**src/rtl/l2_port_arbiter_if.sv**
```systemverilog
// l2_port_arbiter_if: bus bundle between two OBI-style masters, the arbiter
// and the L2 SRAM port.
//   m0_* / m1_* : master request (req/we/be/addr/wdata) and grant/response
//                 (gnt/rvalid/rdata/err)
//   mem_*       : SRAM request (req/we/be/addr/wdata), accept (gnt) and
//                 read data (rdata, one cycle after an accepted request)
// Modports: slave = arbiter side, master = environment (masters + SRAM model).
interface l2_port_arbiter_if #(
    parameter int MEM_AW = 14
);
    logic              m0_req_i;
    logic              m0_we_i;
    logic [3:0]        m0_be_i;
    logic [31:0]       m0_addr_i;
    logic [31:0]       m0_wdata_i;
    logic              m0_gnt_o;
    logic              m0_rvalid_o;
    logic [31:0]       m0_rdata_o;
    logic              m0_err_o;

    logic              m1_req_i;
    logic              m1_we_i;
    logic [3:0]        m1_be_i;
    logic [31:0]       m1_addr_i;
    logic [31:0]       m1_wdata_i;
    logic              m1_gnt_o;
    logic              m1_rvalid_o;
    logic [31:0]       m1_rdata_o;
    logic              m1_err_o;

    logic              mem_req_o;
    logic              mem_we_o;
    logic [3:0]        mem_be_o;
    logic [MEM_AW-1:0] mem_addr_o;
    logic [31:0]       mem_wdata_o;
    logic              mem_gnt_i;
    logic [31:0]       mem_rdata_i;

    modport slave (
        input  m0_req_i, m0_we_i, m0_be_i, m0_addr_i, m0_wdata_i,
        output m0_gnt_o, m0_rvalid_o, m0_rdata_o, m0_err_o,
        input  m1_req_i, m1_we_i, m1_be_i, m1_addr_i, m1_wdata_i,
        output m1_gnt_o, m1_rvalid_o, m1_rdata_o, m1_err_o,
        output mem_req_o, mem_we_o, mem_be_o, mem_addr_o, mem_wdata_o,
        input  mem_gnt_i, mem_rdata_i
    );

    modport master (
        output m0_req_i, m0_we_i, m0_be_i, m0_addr_i, m0_wdata_i,
        input  m0_gnt_o, m0_rvalid_o, m0_rdata_o, m0_err_o,
        output m1_req_i, m1_we_i, m1_be_i, m1_addr_i, m1_wdata_i,
        input  m1_gnt_o, m1_rvalid_o, m1_rdata_o, m1_err_o,
        input  mem_req_o, mem_we_o, mem_be_o, mem_addr_o, mem_wdata_o,
        output mem_gnt_i, mem_rdata_i
    );
endinterface

```
**src/rtl/l2_port_arbiter.sv**
```systemverilog
// l2_port_arbiter: two-master round-robin arbiter in front of a single-port
// L2 SRAM. Out-of-window accesses are granted locally and answered with err.
//   clk_i, rst_n   : clock, asynchronous active-low reset
//   bus (slave)    : m0/m1 request+response, SRAM request+read data
//   conflict_cnt_o : saturating count of cycles where both masters requested
module l2_port_arbiter #(
    parameter logic [31:0] L2_BASE  = 32'h0000_0000,
    parameter int          L2_WORDS = 16384,
    parameter int          MEM_AW   = $clog2(L2_WORDS)
) (
    input  logic                    clk_i,
    input  logic                    rst_n,
    l2_port_arbiter_if.slave        bus,
    output logic [15:0]             conflict_cnt_o
);
    localparam logic [32:0] WIN_BYTES = 33'(L2_WORDS) << 2;

    typedef struct packed {
        logic valid;
        logic owner;
        logic err;
        logic rd;      // in-range read: return SRAM data
    } rsp_t;

    logic [1:0]             req, we;
    logic [1:0][3:0]        be;
    logic [1:0][31:0]       addr, wdata;
    logic [1:0][32:0]       off;
    logic [1:0]             in_rng;
    logic [1:0]             gnt, rvalid, err;
    logic [1:0][31:0]       rdata;

    logic                   last_grant;
    logic                   both, any, sel, win_in, fire;
    rsp_t                   rsp_q;
    logic [15:0]            cnt_q;

    assign req   = {bus.m1_req_i,   bus.m0_req_i};
    assign we    = {bus.m1_we_i,    bus.m0_we_i};
    assign be    = {bus.m1_be_i,    bus.m0_be_i};
    assign addr  = {bus.m1_addr_i,  bus.m0_addr_i};
    assign wdata = {bus.m1_wdata_i, bus.m0_wdata_i};

    // 33-bit subtraction: bit 32 set means addr is below the window base.
    for (genvar i = 0; i < 2; i++) begin : g_dec
        assign off[i]    = {1'b0, addr[i]} - {1'b0, L2_BASE};
        assign in_rng[i] = ~off[i][32] && (off[i] < WIN_BYTES);
    end

    // last_grant=1 means m1 was served last, so m0 wins the next conflict.
    assign both   = req[0] & req[1];
    assign sel    = both ? ~last_grant : req[1];
    assign any    = (|req) & rst_n;
    assign win_in = in_rng[sel];
    assign fire   = any & (win_in ? bus.mem_gnt_i : 1'b1);
    assign gnt    = {fire & sel, fire & ~sel};

    always_comb begin
        bus.mem_req_o   = any & win_in;
        bus.mem_we_o    = 1'b0;
        bus.mem_be_o    = '0;
        bus.mem_addr_o  = '0;
        bus.mem_wdata_o = '0;
        if (bus.mem_req_o) begin
            bus.mem_we_o    = we[sel];
            bus.mem_be_o    = be[sel];
            bus.mem_addr_o  = off[sel][MEM_AW+1:2];
            bus.mem_wdata_o = wdata[sel];
        end
    end

    always_ff @(posedge clk_i or negedge rst_n) begin
        if (!rst_n) begin
            rsp_q      <= '0;
            last_grant <= 1'b1;
            cnt_q      <= '0;
        end else begin
            rsp_q.valid <= fire;
            if (fire) begin
                rsp_q.owner <= sel;
                rsp_q.err   <= ~win_in;
                rsp_q.rd    <= win_in & ~we[sel];
                last_grant  <= sel;
            end
            if (both && cnt_q != 16'hFFFF)
                cnt_q <= cnt_q + 16'd1;
        end
    end

    for (genvar i = 0; i < 2; i++) begin : g_rsp
        assign rvalid[i] = rsp_q.valid & (rsp_q.owner == 1'(i));
        assign err[i]    = rvalid[i] & rsp_q.err;
        assign rdata[i]  = (rvalid[i] & rsp_q.rd) ? bus.mem_rdata_i : 32'h0;
    end

    assign bus.m0_gnt_o    = gnt[0];
    assign bus.m0_rvalid_o = rvalid[0];
    assign bus.m0_err_o    = err[0];
    assign bus.m0_rdata_o  = rdata[0];
    assign bus.m1_gnt_o    = gnt[1];
    assign bus.m1_rvalid_o = rvalid[1];
    assign bus.m1_err_o    = err[1];
    assign bus.m1_rdata_o  = rdata[1];

    assign conflict_cnt_o  = cnt_q;
endmodule

```
**src/flat_wrapper.sv**
```systemverilog
// flat-port wrapper written by rule: the top's interface ports become plain ports
module l2_port_arbiter_flat 
#(
    parameter logic [31:0] L2_BASE  = 32'h0000_0000,
    parameter int          L2_WORDS = 16384,
    parameter int          MEM_AW   = $clog2(L2_WORDS)
)
  (clk_i, rst_n, conflict_cnt_o, bus_m0_req_i, bus_m0_we_i, bus_m0_be_i, bus_m0_addr_i, bus_m0_wdata_i, bus_m0_gnt_o, bus_m0_rvalid_o, bus_m0_rdata_o, bus_m0_err_o, bus_m1_req_i, bus_m1_we_i, bus_m1_be_i, bus_m1_addr_i, bus_m1_wdata_i, bus_m1_gnt_o, bus_m1_rvalid_o, bus_m1_rdata_o, bus_m1_err_o, bus_mem_req_o, bus_mem_we_o, bus_mem_be_o, bus_mem_addr_o, bus_mem_wdata_o, bus_mem_gnt_i, bus_mem_rdata_i);
  l2_port_arbiter_if #(.MEM_AW(MEM_AW)) bus_i ();
  input  logic clk_i;
  input  logic rst_n;
  output logic [15:0] conflict_cnt_o;
  input wire logic [$bits(bus_i.m0_req_i)-1:0] bus_m0_req_i;
  input wire logic [$bits(bus_i.m0_we_i)-1:0] bus_m0_we_i;
  input wire logic [$bits(bus_i.m0_be_i)-1:0] bus_m0_be_i;
  input wire logic [$bits(bus_i.m0_addr_i)-1:0] bus_m0_addr_i;
  input wire logic [$bits(bus_i.m0_wdata_i)-1:0] bus_m0_wdata_i;
  output wire logic [$bits(bus_i.m0_gnt_o)-1:0] bus_m0_gnt_o;
  output wire logic [$bits(bus_i.m0_rvalid_o)-1:0] bus_m0_rvalid_o;
  output wire logic [$bits(bus_i.m0_rdata_o)-1:0] bus_m0_rdata_o;
  output wire logic [$bits(bus_i.m0_err_o)-1:0] bus_m0_err_o;
  input wire logic [$bits(bus_i.m1_req_i)-1:0] bus_m1_req_i;
  input wire logic [$bits(bus_i.m1_we_i)-1:0] bus_m1_we_i;
  input wire logic [$bits(bus_i.m1_be_i)-1:0] bus_m1_be_i;
  input wire logic [$bits(bus_i.m1_addr_i)-1:0] bus_m1_addr_i;
  input wire logic [$bits(bus_i.m1_wdata_i)-1:0] bus_m1_wdata_i;
  output wire logic [$bits(bus_i.m1_gnt_o)-1:0] bus_m1_gnt_o;
  output wire logic [$bits(bus_i.m1_rvalid_o)-1:0] bus_m1_rvalid_o;
  output wire logic [$bits(bus_i.m1_rdata_o)-1:0] bus_m1_rdata_o;
  output wire logic [$bits(bus_i.m1_err_o)-1:0] bus_m1_err_o;
  output wire logic [$bits(bus_i.mem_req_o)-1:0] bus_mem_req_o;
  output wire logic [$bits(bus_i.mem_we_o)-1:0] bus_mem_we_o;
  output wire logic [$bits(bus_i.mem_be_o)-1:0] bus_mem_be_o;
  output wire logic [$bits(bus_i.mem_addr_o)-1:0] bus_mem_addr_o;
  output wire logic [$bits(bus_i.mem_wdata_o)-1:0] bus_mem_wdata_o;
  input wire logic [$bits(bus_i.mem_gnt_i)-1:0] bus_mem_gnt_i;
  input wire logic [$bits(bus_i.mem_rdata_i)-1:0] bus_mem_rdata_i;
  assign bus_i.m0_req_i = bus_m0_req_i;
  assign bus_i.m0_we_i = bus_m0_we_i;
  assign bus_i.m0_be_i = bus_m0_be_i;
  assign bus_i.m0_addr_i = bus_m0_addr_i;
  assign bus_i.m0_wdata_i = bus_m0_wdata_i;
  assign bus_m0_gnt_o = bus_i.m0_gnt_o;
  assign bus_m0_rvalid_o = bus_i.m0_rvalid_o;
  assign bus_m0_rdata_o = bus_i.m0_rdata_o;
  assign bus_m0_err_o = bus_i.m0_err_o;
  assign bus_i.m1_req_i = bus_m1_req_i;
  assign bus_i.m1_we_i = bus_m1_we_i;
  assign bus_i.m1_be_i = bus_m1_be_i;
  assign bus_i.m1_addr_i = bus_m1_addr_i;
  assign bus_i.m1_wdata_i = bus_m1_wdata_i;
  assign bus_m1_gnt_o = bus_i.m1_gnt_o;
  assign bus_m1_rvalid_o = bus_i.m1_rvalid_o;
  assign bus_m1_rdata_o = bus_i.m1_rdata_o;
  assign bus_m1_err_o = bus_i.m1_err_o;
  assign bus_mem_req_o = bus_i.mem_req_o;
  assign bus_mem_we_o = bus_i.mem_we_o;
  assign bus_mem_be_o = bus_i.mem_be_o;
  assign bus_mem_addr_o = bus_i.mem_addr_o;
  assign bus_mem_wdata_o = bus_i.mem_wdata_o;
  assign bus_i.mem_gnt_i = bus_mem_gnt_i;
  assign bus_i.mem_rdata_i = bus_mem_rdata_i;
  l2_port_arbiter #(.L2_BASE(L2_BASE), .L2_WORDS(L2_WORDS), .MEM_AW(MEM_AW)) u_core (.clk_i(clk_i), .rst_n(rst_n), .bus(bus_i), .conflict_cnt_o(conflict_cnt_o));
endmodule
```
**config.mk**
```make
export PLATFORM = sky130hd
export DESIGN_NAME = l2_port_arbiter_flat
export DESIGN_NICKNAME = d
export VERILOG_FILES = /design/src/rtl/l2_port_arbiter_if.sv /design/src/rtl/l2_port_arbiter.sv /design/src/flat_wrapper.sv
export SDC_FILE = /design/constraint.sdc
export NUM_CORES = 1
export LEC_CHECK = 0
export BUFFER_PORTS_ARGS = -buffer_cell sky130_fd_sc_hd__buf_4
export CAP_MARGIN = 25
export CORE_AREA = 2 2 123 125
export DETAILED_ROUTE_END_ITERATION = 16
export DIE_AREA = 0 0 125 127
export SETUP_SLACK_MARGIN = 0.2
export SLEW_MARGIN = 20
export SYNTH_ARGS = -nofsm -noshare
export SYNTH_HDL_FRONTEND = slang
export SYNTH_SLANG_ARGS = --single-unit
```
**constraint.sdc**
```tcl
create_clock -name clk_i -period 2.1 [get_ports clk_i]
set_input_delay 0.315 -clock clk_i [delete_from_list [all_inputs] [get_ports clk_i]]
set_output_delay 0.315 -clock clk_i [all_outputs]
set_load 0.05 [all_outputs]
```
==> qor.yml, run 1 <==
timing:
  rsz0062_at_grt: "true"
  worst_slack_ps: -231
  hold_viol: 0
  worstMarginPinSlew_ps: 386
  setup_tns_ps: -10630
  setup_violations: 55
  clock.fmax_mhz: 429
  period_share: 1.11
  finalClockSkew_ps: 7.51
  fin_crit_ps: 2330
  maxSlewHeadroom: 0.741
  final_max_slew_viol_count: 0
final_layout:
  ff_latch_area_sq_um: 533
  final_cell_count_no_fill: 838
  nets: 831
  final_area_sq_mm: 0.00589
  num-fill-cells: 1458
  syn_to_final_growth_pct: 140
  drive_above_1_share: 0.639
  multi_input_area_sq_mm: 0.00222
  antenna_cells: 0
routing:
  via_per_inst: 4.36
  route.met3.wl_um: 779
  topRoutingLayerUsed: "met4"
  ant_nets: 0
  wl_per_cell_um: 14.6
  met1_length_mm: 4.57
  wl_mm: 12.2
  drt_iter0_drc: 108
  drt_first_pass_iters: 4
  drcViolationCount: 0
  wl_met2_mm: 6.75
  num_vias: 3656
critical_path:
  crit_fanout: 20
  critPathTopFamily: "flip-flops"
  crit_path_start_kind: "register"
  required_ps: 1780
  cp_num_buf_inv: 2
  slowest_delay_ps: 530
  worstPathCellList: "nand2_2 -> and2_4 -> mux2_4 -> nand2b_4 -> buf_12 -> a21oi_4 -> buf_6"
  cp-end-kind: "output pin"
  setup.worst_path.class: "register to output pin"
  worstPathArrival_ps: 2020
  slowest_stage: "dfstp_2"
cts:
  cts_tree: "yes"
  clk_path_buf_depth: 2
  clk_pin_slew_ps: 60
  cts_sinks: 21
  cts_buffers: 3
  h-tree-depth: 1
  cts-root-buf: "clkbuf_16"
  ctsHoldBuffers: 0
  insertion_delay_ps: 250
floorplanning:
  dieArea_sq_mm: 0.0159
  die_h_um: 127
  row_count: 44
  die_w_um: 125
  start_util: 0.170
  core-area_sq_mm: 0.0144
  pin_count: 313
place:
  port_buffers: 308
  dp_cells: 826
  place_congestion: 0.805
  place_area_sq_mm: 0.00545
  pre_cts_slack_ps: -140
  hpwl_mm: 10.1
grt:
  grt_pass1_vias: 3641
  gr-total-overflow: 0
  grt_pass1_wl_mm: 18.2
  antenna_found_initial: 0
  grtUsageTotal: 0.137
  grt_max_degree: 52
power_and_ir_drop:
  pwr_density_cell_mw_per_mm2: 352
  p_leak_nw: 2.88
  ir_drop_mv: 0.423
  p_total_w: 0.00207
logic_synthesis:
  ys_types: 30
  synth_seq_area_share: 0.215
  yosys_warnings: 0
  avgSynthCellArea_sq_um: 7.22
  syn-cell-area_sq_mm: 0.00245
  syn_nets: 516
  synthCells: 340
  ys_seq_elements: 21
job:
  cap_violations: 0
outcome:
  violations: "negative setup slack"
  status: "complete, but fails checks"
hold_path:
  hold_path_class: "input port to async pin"
==> where the power goes <==
part	total [W]	leakage, nW	internal [W]	switching, W
clock network	0.000405	0.0371	0.000258	0.000148
logic	0.00109	2.58	0.000497	0.000597
registers	0.000573	0.265	0.000476	0.0000965
==> layout make-up <==
| cell class | count | area share |
|---|---|---|
| clock inverters | 1 | 0.00128 |
| well taps | 184 | 0.0391 |
| inverters | 2 | 0.00128 |
| clock buffers | 3 | 0.0128 |
| flip-flops and latches | 21 | 0.0906 |
| multi-input cells | 291 | 0.377 |
| repair buffers | 336 | 0.478 |
==> synthesized netlist by cell type (all sizes together) <==
master | number | area share
and3 | 38 | 0.097
o21ai | 1 | 0.0066
buf | 7 | 0.032
nand3 | 6 | 0.012
o2bb2ai | 1 | 0.0036
inv | 2 | 0.0031
and4 | 2 | 0.0071
mux2 | 4 | 0.020
xnor2 | 12 | 0.043
a22o | 1 | 0.0036
a41oi | 1 | 0.0066
and2 | 36 | 0.092
nand2b | 1 | 0.0056
nor4 | 10 | 0.025
nor2b | 1 | 0.0026
dfrtp | 20 | 0.20
nor2 | 3 | 0.0056
a2111oi | 1 | 0.0061
o21a | 1 | 0.0031
mux2i | 1 | 0.0041
nand4 | 7 | 0.018
clkbuf | 19 | 0.029
dfstp | 1 | 0.011
a21oi | 50 | 0.18
ha | 1 | 0.0051
xor2 | 3 | 0.011
nand2 | 110 | 0.17
==> layer usage <==
metal / GRT usage / vias to the layer above
li1: - / 1781
met1: 0.149 / 1697
met2: 0.279 / 170
met3: 0.0239 / 8
met4: 0.0196 / 0
met5: 0 / -
==> worst reg2reg max path, delay by kind of cell (launching register included) <==
family	cells	cell delay [ps]
and+or+nand+nor	2	190
muxes	2	610
DFF	1	530
buffers and inverters	4	500
AOI/OAI and AO/OA	1	210
==> logic make-up (layout without fill, tap and decap cells) <==
group,Yosys count,after routing,share of synthesized area
AND/OR/NAND/NOR,214,214,0.433
AO/OA/AOI/OAI,56,56,0.205
buffers and inverters,28,342,0.0643
flip-flops,21,21,0.215
XOR/XNOR,15,15,0.0535
multiplexers,5,5,0.0240
adder cells (fa/ha/maj),1,1,0.00510
==> through the flow <==
stage                     hold slack, ps  utilization
after floorplan                     19.4            -
after global placement               315        0.378
after detailed placement             320        0.378
after CTS                           47.4        0.402
after global routing                61.3        0.408
final                               37.4        0.408
==> registers in the layout (all words and copies together), names as in the netlist <==
name,cells
u_core.rsp_q,4
u_core.conflict_cnt_o,16
u_core.last_grant,1
==> final timing paths <==
kind | slack, ps | end | cells after the start | from
min | 40 | u_core.conflict_cnt_o[11]$_DFFE_PN0P_ | 2 | rst_n
max | -230 | bus_mem_wdata_o[19] | 7 | u_core.last_grant$_DFFE_PN1P_
max reg2reg | -10 | u_core.last_grant$_DFFE_PN1P_ | 9 | u_core.last_grant$_DFFE_PN1P_
max in group asynchronous | 1780 | u_core.last_grant$_DFFE_PN1P_ | 2 | rst_n
min in group clk_i | 390 | u_core.rsp_q[0]$_DFFE_PN0P_ | 3 | bus_mem_gnt_i
min reg2reg | 480 | u_core.conflict_cnt_o[14]$_DFFE_PN0P_ | 1 | u_core.conflict_cnt_o[14]$_DFFE_PN0P_
==> repair_timing <==
action,4_1_cts,5_1_grt
gates resized for setup,66,8
pin swaps,1,2
setup buffers,3,5
setup endpoints to repair,89,99
hold endpoints to repair,0,0
==> layout by cell type (no fill, tap or decap), types with 2 or more instances in the layout <==
master,instances
buf_4,273
nand2_1,107
buf_6,55
a21oi_4,48
and3_1,37
and2_1,34
dfrtp_1,15
xnor2_1,12
nor4_1,10
nand4_1,7
nand3_1,6
buf_12,5
dfrtp_2,5
nand2_2,3
mux2_4,3
xor2_1,3
clkbuf_16,3
buf_8,3
and2_4,2
inv_2,2
nor2_2,2
a21oi_2,2
No activity file was read; power rests on OpenSTA's default activity.
==> run 2: changes to the inputs <==
--- a/config.mk
+++ b/config.mk
@@ -7,9 +7,9 @@
 export LEC_CHECK = 0
 export BUFFER_PORTS_ARGS = -buffer_cell sky130_fd_sc_hd__buf_4
 export CAP_MARGIN = 25
-export CORE_AREA = 2 2 123 125
+export CORE_AREA = 2 2 120 122
 export DETAILED_ROUTE_END_ITERATION = 16
-export DIE_AREA = 0 0 125 127
+export DIE_AREA = 0 0 122 124
 export SETUP_SLACK_MARGIN = 0.2
 export SLEW_MARGIN = 20
 export SYNTH_ARGS = -nofsm -noshare
==> qor.yml, run 2 (synthesis gave the netlist of run 1 again) <==
outcome:
  status: "complete, but fails checks"
  violations: "negative setup slack"
timing:
  hold_ws_ps: 50.4
  period_share: 1.13
  finalClockSkew_ps: 0.863
  worstMarginPinSlew_ps: 384
  maxSlewHeadroom: 0.744
  worst_slack_ps: -263
  rsz0062_at_grt: "true"
  fin_crit_ps: 2360
  hold_viol: 0
  setup_violations: 55
  final_max_slew_viol_count: 0
  clock.fmax_mhz: 423
floorplanning:
  row_count: 43
  pin_count: 313
  die_h_um: 124
  core-area_sq_mm: 0.0137
  start_util: 0.179
  die_w_um: 122
  dieArea_sq_mm: 0.0151
routing:
  drt_first_pass_iters: 5
  drcViolationCount: 0
  drt_iter0_drc: 125
  wl_mm: 12.3
  wl_per_cell_um: 14.6
  num_vias: 3663
  ant_nets: 0
  via_per_inst: 4.38
final_layout:
  final_util: 0.434
  final_area_sq_mm: 0.00596
  largest_register_ffs: 16
  syn_to_final_growth_pct: 143
  final_cell_mix: "buf_4, nand2_1, buf_6, a21oi_4, and3_1"
  final_cell_count_no_fill: 837
  antenna_cells: 0
  final_common_cell: "buf_4"
  nets: 834
  num-fill-cells: 1362
  drive_above_1_share: 0.635
cts:
  cts_sinks: 21
  cts-root-buf: "clkbuf_16"
  cts_buffers: 3
  ctsHoldBuffers: 0
  clk_pin_slew_ps: 60
  cts_tree: "yes"
  clk_path_buf_depth: 2
  h-tree-depth: 1
  insertion_delay_ps: 250
place:
  pre_cts_slack_ps: -204
  hpwl_mm: 9.85
  place_congestion: 0.776
  place_area_sq_mm: 0.00545
  dp_cells: 821
  port_buffers: 308
critical_path:
  crit_path_start_kind: "register"
  setup.worst_path.class: "register to output pin"
  cp-end-kind: "output pin"
  worstPathCellList: "nand2_2 -> and2_4 -> mux2_4 -> nand2b_4 -> bufbuf_16 -> a21oi_4 -> buf_6"
  required_ps: 1780
  cp_num_buf_inv: 2
  worstPathArrival_ps: 2050
  slowest_delay_ps: 530
  critPathTopFamily: "flip-flops"
  slowest_stage: "dfstp_2"
  crit_fanout: 4
grt:
  grt_pass1_vias: 3489
  grt_max_degree: 35
  grtUsageTotal: 0.142
  antenna_found_initial: 0
  grt_pass1_wl_mm: 17.4
  gr-total-overflow: 0
power_and_ir_drop:
  seq_power_share: 0.273
  comb_power_share: 0.537
  power_frac_clock: 0.190
  pwr_density_cell_mw_per_mm2: 350
  ir_drop_mv: 0.458
  p_sw_frac: 0.401
  p_leak_nw: 2.93
  p_int_w: 0.00125
  switching_power_w: 0.000835
job:
  cap_violations: 0
hold_path:
  hold_path_class: "input port to async pin"
==> run 2: cell count changes in the layout (fill, tap and decap cells not counted), sizes merged <==
cell and delta:
bufbuf +1, clkinvlp -1, buf +2, clkbuf +1
==> run 2: timing repair <==
item,in CTS,in global routing
setup endpoints to repair,57,62
gates cloned,2,0
hold endpoints to repair,0,0
pin swaps,3,3
buffers inserted,4,6
resized for setup,65,8
==> run 2: final cells by class <==
type / count / area, sq um / share of cell area
Clock buffer: 4 / 78.8 / 0.0132
Timing Repair Buffer: 339 / 2890 / 0.485
Sequential cell: 21 / 533 / 0.0895
Multi-Input combinational cell: 291 / 2220 / 0.373
Tap cell: 180 / 225 / 0.0378
Inverter: 2 / 7.51 / 0.00126
==> run 2: worst register-to-register path, delay by kind of cell (launching register included) <==
family / cells / cell delay, ps
buf+inv: 5 / 570
compound gates: 1 / 180
flops: 1 / 530
mux: 2 / 610
simple gates: 2 / 190
==> run 2: routing by layer <==
metal / vias to the layer above / part of all wire / global-route usage
li1: 1786 / - / -
met1: 1691 / 0.36 / 0.157
met2: 180 / 0.56 / 0.291
met3: 6 / 0.079 / 0.0197
met4: 0 / 0.0059 / 0.0194
met5: - / 0 / 0
==> run 2: final timing paths <==
kind | startpoint | endpoint | slack [ps] | cells after the start
worst max-delay path | u_core.last_grant$_DFFE_PN1P_ | bus_mem_wdata_o[27] | -260 | 7
worst min-delay path | rst_n | u_core.conflict_cnt_o[4]$_DFFE_PN0P_ | 50 | 2
worst max register to register | u_core.last_grant$_DFFE_PN1P_ | u_core.last_grant$_DFFE_PN1P_ | -60 | 10
worst min register to register | u_core.conflict_cnt_o[14]$_DFFE_PN0P_ | u_core.conflict_cnt_o[14]$_DFFE_PN0P_ | 480 | 1
max in group asynchronous | rst_n | u_core.last_grant$_DFFE_PN1P_ | 1770 | 2
min in group clk_i | bus_mem_gnt_i | u_core.rsp_q[0]$_DFFE_PN0P_ | 370 | 3
==> run 2: power by group through the flow <==
| stage | Clock, W | Combinational, W | Sequential, W |
|---|---|---|---|
| floorplan | 0 | 0.000370 | 0.000754 |
| global placement | 0 | 0.00101 | 0.000575 |
| detailed placement | 0 | 0.00103 | 0.000581 |
| CTS | 0.000404 | 0.00106 | 0.000574 |
| global route | 0.000429 | 0.00119 | 0.000581 |
| finish | 0.000395 | 0.00112 | 0.000569 |
==> run 2: per-stage QoR <==
stage	power, W	TNS [ps]
detailed placement	0.00161	-9560
global route	0.00220	-15620
finish	0.00208	-11410
CTS	0.00204	-12490
global placement	0.00158	-10770
floorplan	0.00112	-5910
